`src/rtl/csd2bin_pipe.sv`:
```
// Pipelined CSD-to-binary converter with valid/ready flow control.
// Each stage decodes one chunk of digits and adds it into a running signed sum.
module csd2bin_pipe #(
    parameter int W      = 8,
    parameter int STAGES = 2
) (
    input  logic             clk,
    input  logic             rst,
    input  logic             in_valid,
    output logic             in_ready,
    input  logic [2*W-1:0]   x,
    output logic             out_valid,
    input  logic             out_ready,
    output logic [W:0]       y,
    output logic             ovf,
    output logic             err
);
    localparam int C = (W + STAGES - 1) / STAGES;

    // Chain between stages: index k is the input of stage k, index STAGES the output.
    logic [STAGES:0][W:0]         sum_c;
    logic [STAGES:0]              err_c;
    logic [STAGES:0]              vld_c;
    logic [STAGES-1:0][2*W-1:0]   dig_c;
    logic                         adv;

    // Single global stall: the whole pipe moves only when the output slot can drain.
    assign adv      = !out_valid || out_ready;
    assign in_ready = adv;

    assign sum_c[0] = '0;
    assign err_c[0] = 1'b0;
    assign vld_c[0] = in_valid;
    assign dig_c[0] = x;

    for (genvar k = 0; k < STAGES; k++) begin : g_stage
        localparam int LO = (k * C < W) ? k * C : W;
        localparam int HI = ((k + 1) * C < W) ? (k + 1) * C : W;

        logic [W:0] sum_d, sum_q;
        logic       err_d, err_q;
        logic       vld_q;

        always_comb begin
            sum_d = sum_c[k];
            err_d = err_c[k];
            for (int i = LO; i < HI; i++) begin
                case (dig_c[k][2*i +: 2])
                    2'b01:   sum_d = sum_d + ((W+1)'(1) << i);
                    2'b10:   sum_d = sum_d - ((W+1)'(1) << i);
                    2'b11:   err_d = 1'b1;
                    default: ;
                endcase
            end
        end

        always_ff @(posedge clk) begin
            if (rst) begin
                sum_q <= '0;
                err_q <= 1'b0;
                vld_q <= 1'b0;
            end else if (adv) begin
                sum_q <= sum_d;
                err_q <= err_d;
                vld_q <= vld_c[k];
            end
        end

        assign sum_c[k+1] = sum_q;
        assign err_c[k+1] = err_q;
        assign vld_c[k+1] = vld_q;

        if (k < STAGES - 1) begin : g_fwd
            logic [2*W-1:0] dig_q;
            always_ff @(posedge clk) begin
                if (rst)      dig_q <= '0;
                else if (adv) dig_q <= dig_c[k];
            end
            assign dig_c[k+1] = dig_q;
        end else begin : g_last
            // Overflow is judged on the final sum and registered alongside y.
            logic ovf_q;
            always_ff @(posedge clk) begin
                if (rst)      ovf_q <= 1'b0;
                else if (adv) ovf_q <= sum_d[W] ^ sum_d[W-1];
            end
            assign ovf = ovf_q;
        end
    end

    assign y         = sum_c[STAGES];
    assign err       = err_c[STAGES];
    assign out_valid = vld_c[STAGES];

endmodule

```
`config.mk`:
```
export PLATFORM = sky130hd
export DESIGN_NAME = csd2bin_pipe
export DESIGN_NICKNAME = d
export VERILOG_FILES = /design/src/rtl/csd2bin_pipe.sv
export SDC_FILE = /design/constraint.sdc
export NUM_CORES = 1
export LEC_CHECK = 0
export ABC_AREA = 0
export CAP_MARGIN = 40
export CORE_AREA = 3 3 64 66
export CTS_BUF_LIST = sky130_fd_sc_hd__clkbuf_8
export DETAILED_ROUTE_END_ITERATION = 10
export DIE_AREA = 0 0 67 69
export PLACE_DENSITY = 0.73
export SLEW_MARGIN = 15
export SYNTH_ARGS = -nofsm -noshare
export SYNTH_HDL_FRONTEND = slang
export SYNTH_SLANG_ARGS = --single-unit
export TNS_END_PERCENT = 5
```
`constraint.sdc`:
```
create_clock -name clk -period 3.9 [get_ports clk]
set_input_delay 0.39 -clock clk [delete_from_list [all_inputs] [get_ports clk]]
set_output_delay 0.39 -clock clk [all_outputs]
set_load 0.005 [all_outputs]
```
==> results of run 1 <==
state kept, by name, indices dropped and copies added (netlist names):
signal / flops
g_stage.vld_q: 1
g_stage.sum_q: 5
y: 9
err: 1
out_valid: 1
g_stage.err_q: 1
g_stage.g_fwd.dig_q: 8
ovf: 1
where the power goes:
group          internal [mW]  switching [mW]  total (mW)  leakage (nW)
logic                  0.201           0.140       0.341         0.732
clock network         0.0727          0.0949       0.168        0.0217
registers              0.309          0.0169       0.326         0.224
total                  0.582           0.251       0.834         0.978
routing by layer:
metal / vias up / global-route usage [%] / part of all wire, %
li1: 690 / - / -
met1: 594 / 19.66 / 45
met2: 26 / 25.87 / 51
met3: 4 / 2.606 / 3.3
met4: 0 / 4.730 / 1.1
met5: - / 0 / 0
Yosys cell counts (4+ instances only):
cell / n / area, sq um
inv_1: 10 / 37.54
a211oi_1: 7 / 52.55
a21oi_1: 20 / 100.1
nor2_1: 13 / 48.80
xor2_1: 5 / 43.79
clkbuf_1: 6 / 22.52
mux2i_1: 4 / 40.04
nor2b_1: 5 / 31.28
xnor2_1: 7 / 61.31
dfxtp_1: 27 / 540.5
ha_1: 18 / 225.2
nand2_1: 38 / 142.6
fa_1: 4 / 80.08
worst max-delay path: cells and delay by family, from the launching register on:
| kind | cells | cell delay [ps] |
|---|---|---|
| adders and majority gates | 4 | 1330 |
| xor gates and xnor gates | 4 | 890 |
| buffers and inverters | 1 | 40 |
| AOI/OAI and AO/OA | 4 | 620 |
| muxes | 1 | 300 |
| DFF | 1 | 360 |
| and+or+nand+nor | 2 | 230 |
per-stage QoR:
step	setup slack, ps	utilization (%)	std cells
final	23.69	60.85	273
after floorplan	16.74	-	188
after CTS	6.801	60.43	272
after global placement	45.89	57.71	264
after global routing	-168.8	60.85	273
after detailed placement	11.18	58.47	265
path summary, 6_finish.rpt:
kind | slack, ps | endpoint | depth (start not counted) | start
worst max-delay path | 20 | ovf | 16 | g_stage[0].g_fwd.dig_q[8]
worst min-delay path | 450 | y[8] | 2 | y[8]
worst max register to register | 20 | ovf | 16 | g_stage[0].g_fwd.dig_q[8]
worst min register to register | 450 | y[8] | 2 | y[8]
area by class of cell:
class                   instances  area, sq um
flip-flops and latches         27        541.8
clock inverters                 1        7.507
clock buffers                   3        41.29
repair buffers                 45        437.9
well taps                      48        60.06
fillers                       341         1423
inverters                      10        37.54
multi-input cells             139         1085
layout by cell type (no fill, tap or decap):
cell and count:
nor4b_1 2, a21oi_1 20, o41ai_1 1, xnor2_2 2, buf_4 12, fa_2 1
nor2b_4 1, dfxtp_1 26, xnor2_1 6, xor2_1 4, mux2i_1 3, clkinvlp_4 1
clkbuf_8 3, a31oi_2 1, a221oi_4 1, xor2_2 1, fa_1 3, dfxtp_2 1
a21o_1 2, nand2_1 38, a211oi_1 7, mux2_4 3, clkdlybuf4s50_1 32, or4_1 1
nor2_1 12, and2_1 1, nor2b_1 4, mux2i_2 1, inv_2 1, a31oi_4 1
nor2_2 1, a21oi_2 2, ha_2 2, inv_1 9, ha_1 16, o21ai_0 1
buf_16 1, xor3_1 1
repair_timing:
item	4_1_cts	5_1_grt
resized for setup	1	1
hold endpoints to repair	0	0
cloned	0	0
endpoints found under the setup margin	1	2
buffers inserted	3	1
pin swaps	2	0
logic make-up (layout without fill, tap and decap cells):
group	Yosys count	count (layout)	synth area share, %
fa+ha+maj	22	22	18.10
buf+inv	22	59	6.602
simple gates	60	60	15.06
mux	7	7	4.599
flops	27	27	32.05
compound gates	36	36	14.99
xor+xnor	14	14	8.605
==> out/metrics.csv, run 1 <==
metric,value,unit
area_delta_synth_final,31.08,%
ys_seq_elements,27,
yosysSeqAreaShare,32.05,%
cts-root-buf,clkbuf_8,
synth-edff-count,0,
cp_max_fo,3,
critical_path.cell_chain,inv_2 > ha_2 > xor2_1 > ha_2 > xor2_1 > a21oi_1 > a31oi_2 > fa_2 > mux2_4 > fa_1 > nor2b_4 > a221oi_4 > xnor2_2 > xor3_1 > nand2_1 > a21oi_2,
cts.clk_slew.worst_paths,100,ps
clock_latency,280,ps
synthCells,188,
worst_pin_slew,451.0,ps
fin_setup_tns,0,ps
first_global_vias,1249,
wirelength,3375,microns
max-vdd-ir-drop,215.6,uV
crit_arrival,4060,ps
cts_buffer_depth,2,
maxCapViolCount,0,
status,finished clean,
drive_gt1_share,16.00,%
power_density,377.2,mW/mm^2
path_class,reg -> reg,
portBuffers,32,
p_leak,0.9781,nW
antenna_cells,0,
dieHeight,69,microns
numClockSinks,27,
place_area,0.002125,sq mm
fin_nets,268,
synth_area_per_cell,8.971,sq um
initial_core_util,46.42,%
numCtsBuffers,3,
drt_first_pass_iters,4,
slowest_stage,fa_2,
drc_errors,0,
worstPathRequired,4080,ps
pin_count,33,
gp_congestion,0.7804,
period_share,99.39,%
rsz0062_at_grt,yes,
skew,4.181,ps
num_vias,1314,
viasPerCell,4.813,
drv_slew,0,
post_drt_wl_per_cell,12.36,microns
finalSetupViolations,0,
grtUsageTotal,15.39,%
die_w,67,microns
syn-num-nets,230,
design_area,0.002211,sq mm
synth.yosys.warnings,0,
synth_ff_type,dfxtp_1,
critPathMaxStageDelay,470,ps
slew_headroom,69.84,%
fin_crit,3876,ps
drtAntennaViolNets,0,
final_hold_viol_count,0,
power.total,0.8339,mW
hp-class,reg -> reg,
drt-initial-drc-count,47,
cp-start-kind,register,
synth_cell_types,31,
cts_tree,yes,
overflow,0,
end_kind,register,
antenna_found_initial,0,
timing.fmax,258.0,MHz
rows,22,
postCtsHoldBufs,0,
die-area,0.004623,sq mm
grt_start_max_net_pins,33,
grt_pass1_wl,5533,microns
hold_slack,454.9,ps
core_area,0.003633,sq mm
async_flop_share,0,%
syn_area,0.001687,sq mm
dp.final_hpwl,2531,microns
cts-htree-levels,1,
No activity file was read; power rests on OpenSTA's default activity.
==> inputs of run 2 (changes only) <==
- ABC_CLOCK_PERIOD_IN_PS: not set -> 3900
==> results of run 2 <==
The final DEF is identical to that of run 1; final timing and power are the same.
